File: config.mk
export PLATFORM = sky130hd
export DESIGN_NAME = alu_issue_stage
export DESIGN_NICKNAME = d
export VERILOG_FILES = /design/src/rtl/alu_issue_stage_pkg.sv /design/src/rtl/alu_issue_stage_decode.sv /design/src/rtl/alu_issue_stage.sv
export SDC_FILE = /design/constraint.sdc
export NUM_CORES = 1
export LEC_CHECK = 0
export ABC_AREA = 1
export CORE_MARGIN = 4
export CORE_UTILIZATION = 49
export DETAILED_ROUTE_END_ITERATION = 8
export GPL_ROUTABILITY_DRIVEN = 0
export PLACE_DENSITY_LB_ADDON = 0.1
export SYNTH_ARGS = -nofsm -noshare
export SYNTH_HDL_FRONTEND = slang
export SYNTH_HIERARCHICAL = 1
export SYNTH_SLANG_ARGS = --single-unit
File: constraint.sdc
create_clock -name clk -period 11.4 [get_ports clk]
set_clock_uncertainty 0.2 [all_clocks]
set_input_delay 2.28 -clock clk [delete_from_list [all_inputs] [get_ports clk]]
set_output_delay 2.28 -clock clk [all_outputs]
set_load 0.005 [all_outputs]
File: src/rtl/alu_issue_stage_pkg.sv
// ============================================================================
// alu_issue_stage_pkg : shared ALU op codes, control classes, funct fields,
// FSM encoding and the stored entry type.     rev 1.0
// ============================================================================
`default_nettype none

package alu_issue_stage_pkg;

   localparam logic [3:0] C_OP_AND = 4'b0000;
   localparam logic [3:0] C_OP_OR  = 4'b0001;
   localparam logic [3:0] C_OP_ADD = 4'b0010;
   localparam logic [3:0] C_OP_SUB = 4'b0110;
   localparam logic [3:0] C_OP_SLT = 4'b0111;
   localparam logic [3:0] C_OP_NOR = 4'b1100;

   localparam logic [1:0] C_ALUOP_ADD   = 2'b00;
   localparam logic [1:0] C_ALUOP_SUB   = 2'b01;
   localparam logic [1:0] C_ALUOP_RTYPE = 2'b10;
   localparam logic [1:0] C_ALUOP_OR    = 2'b11;

   localparam logic [5:0] C_FUNCT_ADD = 6'b100000;
   localparam logic [5:0] C_FUNCT_SUB = 6'b100010;
   localparam logic [5:0] C_FUNCT_AND = 6'b100100;
   localparam logic [5:0] C_FUNCT_OR  = 6'b100101;
   localparam logic [5:0] C_FUNCT_SLT = 6'b101010;
   localparam logic [5:0] C_FUNCT_NOR = 6'b100111;

   typedef enum logic [1:0] {
      ST_EMPTY = 2'd0,
      ST_ONE   = 2'd1,
      ST_TWO   = 2'd2
   } state_e;

   typedef struct packed {
      logic [31:0] a;
      logic [31:0] b;
      logic [3:0]  operation;
      logic        illegal;
   } entry_t;

   localparam entry_t C_ENTRY_ZERO = '{a: 32'd0, b: 32'd0, operation: 4'd0, illegal: 1'b0};

endpackage

`default_nettype wire

File: src/rtl/alu_issue_stage_decode.sv
// ============================================================================
// alu_control_decode : combinational ALU control, maps aluop/funct to a
// 4-bit operation and flags undecodable R-type funct values.     rev 1.0
// ============================================================================
`default_nettype none

module alu_control_decode
   import alu_issue_stage_pkg::*;
(
   input  logic [1:0] aluop,
   input  logic [5:0] funct,
   output logic [3:0] operation,
   output logic       illegal
);

   always_comb begin
      operation = C_OP_AND;
      illegal   = 1'b0;
      case (aluop)
         C_ALUOP_ADD: operation = C_OP_ADD;
         C_ALUOP_SUB: operation = C_OP_SUB;
         C_ALUOP_OR:  operation = C_OP_OR;
         default: begin
            case (funct)
               C_FUNCT_ADD: operation = C_OP_ADD;
               C_FUNCT_SUB: operation = C_OP_SUB;
               C_FUNCT_AND: operation = C_OP_AND;
               C_FUNCT_OR:  operation = C_OP_OR;
               C_FUNCT_SLT: operation = C_OP_SLT;
               C_FUNCT_NOR: operation = C_OP_NOR;
               // unknown funct still issues, tagged so EX can trap it
               default:     illegal   = 1'b1;
            endcase
         end
      endcase
   end

endmodule

`default_nettype wire

File: src/rtl/alu_issue_stage.sv
// ============================================================================
// alu_issue_stage : decodes ALU control and buffers requests in a two-entry
// (main + skid) registered handshake stage.     rev 1.0
// ============================================================================
`default_nettype none

module alu_issue_stage
   import alu_issue_stage_pkg::*;
(
   input  logic        clk,
   input  logic        rst,
   input  logic        in_valid,
   output logic        in_ready,
   input  logic [31:0] in_a,
   input  logic [31:0] in_b,
   input  logic [1:0]  in_aluop,
   input  logic [5:0]  in_funct,
   output logic        out_valid,
   input  logic        out_ready,
   output logic [31:0] out_a,
   output logic [31:0] out_b,
   output logic [3:0]  out_operation,
   output logic        out_illegal,
   output logic [15:0] issue_count
);

   logic [3:0]  dec_operation;
   logic        dec_illegal;
   entry_t      new_entry;

   state_e      state_q,     state_d;
   entry_t      main_q,      main_d;
   entry_t      skid_q,      skid_d;
   logic        in_ready_q,  in_ready_d;
   logic        out_valid_q, out_valid_d;
   logic [15:0] count_q,     count_d;

   logic        in_fire;
   logic        out_fire;

   alu_control_decode u_decode (
      .aluop     (in_aluop),
      .funct     (in_funct),
      .operation (dec_operation),
      .illegal   (dec_illegal)
   );

   always_comb begin
      new_entry.a         = in_a;
      new_entry.b         = in_b;
      new_entry.operation = dec_operation;
      new_entry.illegal   = dec_illegal;
   end

   // handshakes use only registered flags on this side
   assign in_fire  = in_valid  & in_ready_q;
   assign out_fire = out_valid_q & out_ready;

   always_comb begin
      state_d = state_q;
      main_d  = main_q;
      skid_d  = skid_q;
      case (state_q)
         ST_EMPTY: begin
            if (in_fire) begin
               main_d  = new_entry;
               state_d = ST_ONE;
            end
         end
         ST_ONE: begin
            if (in_fire && out_fire) begin
               main_d = new_entry;
            end else if (in_fire) begin
               skid_d  = new_entry;
               state_d = ST_TWO;
            end else if (out_fire) begin
               state_d = ST_EMPTY;
            end
         end
         ST_TWO: begin
            if (out_fire) begin
               main_d  = skid_q;
               state_d = ST_ONE;
            end
         end
         default: state_d = ST_EMPTY;
      endcase
      in_ready_d  = (state_d != ST_TWO);
      out_valid_d = (state_d != ST_EMPTY);
      count_d     = count_q + {15'd0, out_fire};
   end

   always_ff @(posedge clk or posedge rst) begin
      if (rst) begin
         state_q     <= ST_EMPTY;
         main_q      <= C_ENTRY_ZERO;
         skid_q      <= C_ENTRY_ZERO;
         in_ready_q  <= 1'b1;
         out_valid_q <= 1'b0;
         count_q     <= 16'd0;
      end else begin
         state_q     <= state_d;
         main_q      <= main_d;
         skid_q      <= skid_d;
         in_ready_q  <= in_ready_d;
         out_valid_q <= out_valid_d;
         count_q     <= count_d;
      end
   end

   assign in_ready      = in_ready_q;
   assign out_valid     = out_valid_q;
   assign out_a         = main_q.a;
   assign out_b         = main_q.b;
   assign out_operation = main_q.operation;
   assign out_illegal   = main_q.illegal;
   assign issue_count   = count_q;

endmodule

`default_nettype wire

* Word-level counts from Yosys, hierarchy flattened
Index checks and enable logic that the tools add are counted.
** Word-level totals
- Memories :: 0
- Bits in read-only memories :: 0
- Bits of input ports :: 76
- Bits in latches :: 0
- Word-level logic and storage cells :: 53
- Bits in writable memories :: 0
- Register bits after elaboration :: 158
- Output and inout port bits :: 87
** Operators by class
- Divide/modulo/power cells :: 0
- Equal/unequal tests :: 14
- Shift operators :: 0
- Bitwise gates (word level) :: 3
- Multipliers :: 0
- Order comparisons :: 0
- Reductions and logical operators :: 9
- $add $sub $neg :: 1
- Mux-type cells :: 14
** Operators with widths (number)
- 69-bit 2-to-1 mux :: 3
- 69-bit one-hot mux with 3 select lines :: 1
- 6-bit == test, second input constant :: 6
- 4-bit one-hot mux with 5 select lines :: 1
- 16-bit by 1-bit adder with 16-bit output :: 1
- 4-bit one-hot mux with 3 select lines :: 1
- 2-bit 2-to-1 mux :: 5
- 2-bit != test, second input constant :: 4
- 2-bit one-hot mux with 3 select lines :: 1
- 6-bit OR reduction :: 1
- 2-bit by 1-bit == test with 1-bit output, second input constant :: 2
- 2-bit == test, second input constant :: 2
- 2-bit logical NOT :: 2
- 4-bit AND reduction :: 1
- 3-bit AND reduction :: 1
- 3-bit nonzero test :: 1
- 3-bit OR reduction :: 1
- 1-bit bitwise AND :: 2
- 1-bit 2-to-1 mux :: 2
- 2-bit nonzero test :: 1
- 1-bit logical AND :: 1
- 1-bit NOT :: 1

* Logic depth before layout (Yosys ltp)
- Word-level depth :: 6
- Gate-level depth with buffers :: 10
- Depth with buffers taken out :: 10

* Modules after synthesis
Netlist, hierarchy kept.
** Modules (own cells, without submodules)
- alu_issue_stage :: seq. area each 3955.0 sq um, cells an instance 904, area each 7124.3 sq um, times used 1
- alu_control_decode :: seq. area each 0.0 sq um, cells an instance 36, area each 178.9 sq um, times used 1

* Least setup slack after synthesis
No wires, ideal clock.
- Path kind :: input port to flip-flop
- Start point :: input port out_ready
- End point :: register count_q[10] (netlist: issue_count[10])
- Cell stages on the path :: 8
- Path slack :: 7.744 ns
- Library setup time :: 0.121 ns
- Buffers on the path :: 0
- Required time :: 11.079 ns
- Arrival :: 3.335 ns
- Path through :: nand2_1 inv_1 ha_1 ha_1 nand3_1 nor2_1 nand2_1 xor2_1
** On the way
- Cells in the longest elaborated chain, start to end :: 2
** Ends and longest elaborated chain
- start: declaration :: RTL line alu_issue_stage.sv:19 : input logic out_ready,
- 1-bit bitwise AND :: RTL line alu_issue_stage.sv:57 : assign out_fire = out_valid_q & out_ready;
- 16-bit by 1-bit adder with 16-bit output :: RTL line alu_issue_stage.sv:90 : count_d = count_q + {15'd0, out_fire};
- via count_d[10] :: RTL line alu_issue_stage.sv:36 : logic [15:0] count_q, count_d;
- end signal: assignment :: RTL line alu_issue_stage.sv:107 : count_q <= count_d;
- end: declaration :: RTL line alu_issue_stage.sv:36
The timed path passes the listed nets, and every way through them passes these cells.
A chain may end at the register's enable or synchronous reset.

* Worst setup path after layout
- Start point :: input port out_ready
- End point :: register skid_q[40] (netlist name)
** On the way
- Cells in the longest elaborated chain, start to end :: 4
** Ends and longest elaborated chain
- 1-bit bitwise AND :: RTL line alu_issue_stage.sv:57
- 1-bit logical AND :: RTL line alu_issue_stage.sv:71 : if (in_fire && out_fire) begin
- 1-bit NOT (no source line)
- 3-bit AND reduction (no source line)
- end signal: assignment :: RTL line alu_issue_stage.sv:104 : skid_q <= skid_d;
- end: declaration :: RTL line alu_issue_stage.sv:33 : entry_t skid_q, skid_d;
Every way passes these cells.

==> flow_summary_export.csv <==
group,metric,value,unit
run_status,status,"finished, final reports clean",
setup_path,r2r_slack,8440,ps
pwr,p_total,0.00256,W
pwr,p_per_area,267,nW/um2
cts,postCtsResizedCells,0,
setup_path,cp_top_family,"buffers and inverters",
timing,final_max_slew_viol_count,0,
timing,hold_viol,0,
setup_path,critPathMostFrequentCell,"nand2_1",
pwr,p_int,0.00163,W
cells_and_area,nFillCells,1285,
synthesis,synth_area_leaders,"dfrtp_1 (54%), nand2_1 (23%), o21ai_0 (8.6%)",
synthesis,synth.top_cell.area_share,0.538,
cts,cts_buffers,17,
cts,clock_tree.root_cell,"clkbuf_16",
setup_path,cp.required,11500,ps
cells_and_area,final_layout_size_suffix_gt1_frac,0.0498,
setup_path,critPathCaptureType,"register",
pwr,comb_power_share,0.384,
flow_run,max_cap_viol_count,0,
die,fp.dieH,130,um
drt,drc,0,
cts,tritoncts,"yes",
synthesis,synth_area_leader_cell,"dfrtp_1",
timing,setup_viol,0,
grt,grt_overflow_total,0,
pwr,leakage,4.78,nW
grt,grt_pass1_vias,5995,
timing,rsz0062_at_grt,"false",
min_path,hold_class,"register to register",
drt,via_per_inst,5.08,
timing,min_period,4540,ps
die,start_util,0.501,
synthesis,yosysUniqueCellTypes,23,
cts,ctsHoldBuffers,0,
setup_path,cp.depth,8,
timing,max_freq,0.220,GHz
pwr,p_seq_frac,0.376,
drt,detail-route-antenna-nets,0,
cells_and_area,fin_util,0.657,
grt,grt_start_max_net_pins,99,
pwr,switchingPower,0.000927,W
cells_and_area,nNetsFinal,1150,
cells_and_area,syn_to_final_growth,31.3,%
timing,period_share,0.399,
cts,clock_sinks,158,
timing,tightest_slew,1030,ps
pwr,p_clk_frac,0.240,
die,ios,163,
cts,path_clk_slew,60,ps
die,core-area,14600,um2
pwr,ir_drop,0.164,mV
cts,clk_path_buf_depth,2,
drt,drtPass1Iterations,5,
synthesis,ys_seq_area_frac,0.542,
setup_path,slowest_delay,750,ps
synthesis,syn-cell-area,7300,um2
cells_and_area,final_common_cell,"nand2_1",
synthesis,synth_warnings,6,
setup_path,path_max_fanout,98,
synthesis,ys_ff_latch,158,
setup_path,cp_data_arrival_time,4640,ps
timing,finalSetupTns,0,ps
setup_path,path_buf_inv,3,
setup_path,r2r_end,"skid_q[40]",
drt,routed_wl,18300,um
cts,post_cts_buffers,0,
setup_path,path_class,"primary input to register",
die,die_area,16900,um2
placed_design,hpwlAfterDp,11200,um
setup_path,cp-start-kind,"primary input",
setup_path,cp-endpoint,"skid_q[40]",
drt,vias,6445,
synthesis,syn_nets,1018,
cells_and_area,layout_common_cells,"nand2_1 (449), clkdlybuf4s50_1 (162), dfrtp_1 (156), o21ai_0 (125), nand3_1 (53)",
pwr,p_sw_frac,0.363,
grt,grt.total_usage,0.221,
setup_path,rr_worst_depth,5,
grt,grt_pass1_wl,29700,um
setup_path,path_cells,"clkdlybuf4s50_1 > nand2_1 > nand2_1 > nor3_4 > buf_4 > inv_2 > nand2_1 > nand2_1",
drt,drt-wirelength-per-cell,14.4,um
die,die-width,130,um
synthesis,syn_inst,940,
timing,relSlewSlack,0.313,
grt,antenna_found_initial,0,
cts,h-tree-depth,4,
placed_design,io_buffers,162,
setup_path,worstReg2RegStart,"state_q[1]",
setup_path,crit_start,"out_ready",
synthesis,avgSynthCellArea,7.77,um2
die,rows,44,
cts,clk_latency,410,ps
drt,drt-initial-drc-count,468,
setup_path,crit_slowest_cell,"buf_4",
cells_and_area,n_antenna_cell,0,
[state kept, by name (all words and copies together), names as in the netlist]
name	flops
out_valid	1
out_illegal	1
issue_count	16
out_a	32
state_q	2
skid_q	69
out_b	32
in_ready	1
out_operation	4
[worst register-to-register path: cells and delay by family, from the launching register on]
family	cells	cell delay (ps)
buf+inv	2	1340
flops	1	750
simple gates	3	550
[Yosys cell counts]
cell type / n
buf_2: 13
buf_4: 5
buf_6: 3
clkbuf_1: 33
dfrtp_1: 157
dfstp_2: 1
ha_1: 2
inv_1: 49
inv_2: 3
nand2_1: 450
nand2_2: 2
nand3_1: 53
nand3_2: 3
nand4_1: 5
nor2_1: 21
nor2_2: 2
nor2_4: 2
nor3_1: 1
nor3_4: 1
o21ai_0: 125
o21ai_2: 1
xnor2_1: 4
xor2_1: 4
[stage by stage]
step	hold WS, ps	setup WS, ps	cells	instance area, um2
after detailed placement	260	6440	1237	8950
after global routing	291	6610	1269	9590
after floorplan	243	4660	940	7300
after global placement	254	6490	1237	8950
final	272	6860	1269	9590
after CTS	274	6860	1269	9590
[layer usage]
| layer | global-route usage | routed length (um) | vias to the layer above |
|---|---|---|---|
| met3 | 0.0401 | 1060 | 24 |
| met4 | 0.0691 | 289 | 0 |
| li1 | - | - | 3211 |
| met5 | 0 | 0 | - |
| met1 | 0.317 | 8400 | 3019 |
| met2 | 0.344 | 8560 | 191 |
[worst min-delay path by stage]
stage | start | endpoint | slack, ps | depth (start not counted)
2_1_floorplan | skid_q[10] | skid_q[10] | 240 | 2
3_3_place_gp | skid_q[34] | skid_q[34] | 250 | 2
3_5_place_dp | skid_q[43] | skid_q[43] | 260 | 2
4_1_cts | skid_q[37] | skid_q[37] | 270 | 2
5_1_grt | skid_q[24] | skid_q[24] | 290 | 2
6_report | skid_q[34] | skid_q[34] | 270 | 2
[power groups by stage]
stage	Clock, W	Combinational [W]	Sequential (W)
after global routing	0.000644	0.00112	0.000992
after global placement	0	0.000969	0.000964
after detailed placement	0	0.000987	0.000968
after floorplan	0	0.000572	0.000934
after CTS	0.000622	0.000994	0.000961
final	0.000614	0.000981	0.000961
[logic make-up (layout without fill, tap and decap cells)]
family                     Yosys count  in the layout  share of synthesized area
DFF                                158            158                      0.542
adders and majority gates            2              2                    0.00343
xor gates and xnor gates             8              8                    0.00959
buffers and inverters              106            251                     0.0624
and+or+nand+nor                    540            540                      0.296
AOI/OAI and AO/OA                  126            126                     0.0869
[cell type report]
type                    count  area, um2  share of cell area
multi-input cells         676       2900               0.302
clock inverters            10        159              0.0166
well taps                 184        230              0.0240
clock buffers              22        484              0.0505
repair buffers            167       1660               0.173
inverters                  52        200              0.0209
flip-flops and latches    158       3960               0.413
Power figures use the tool's default switching activity.
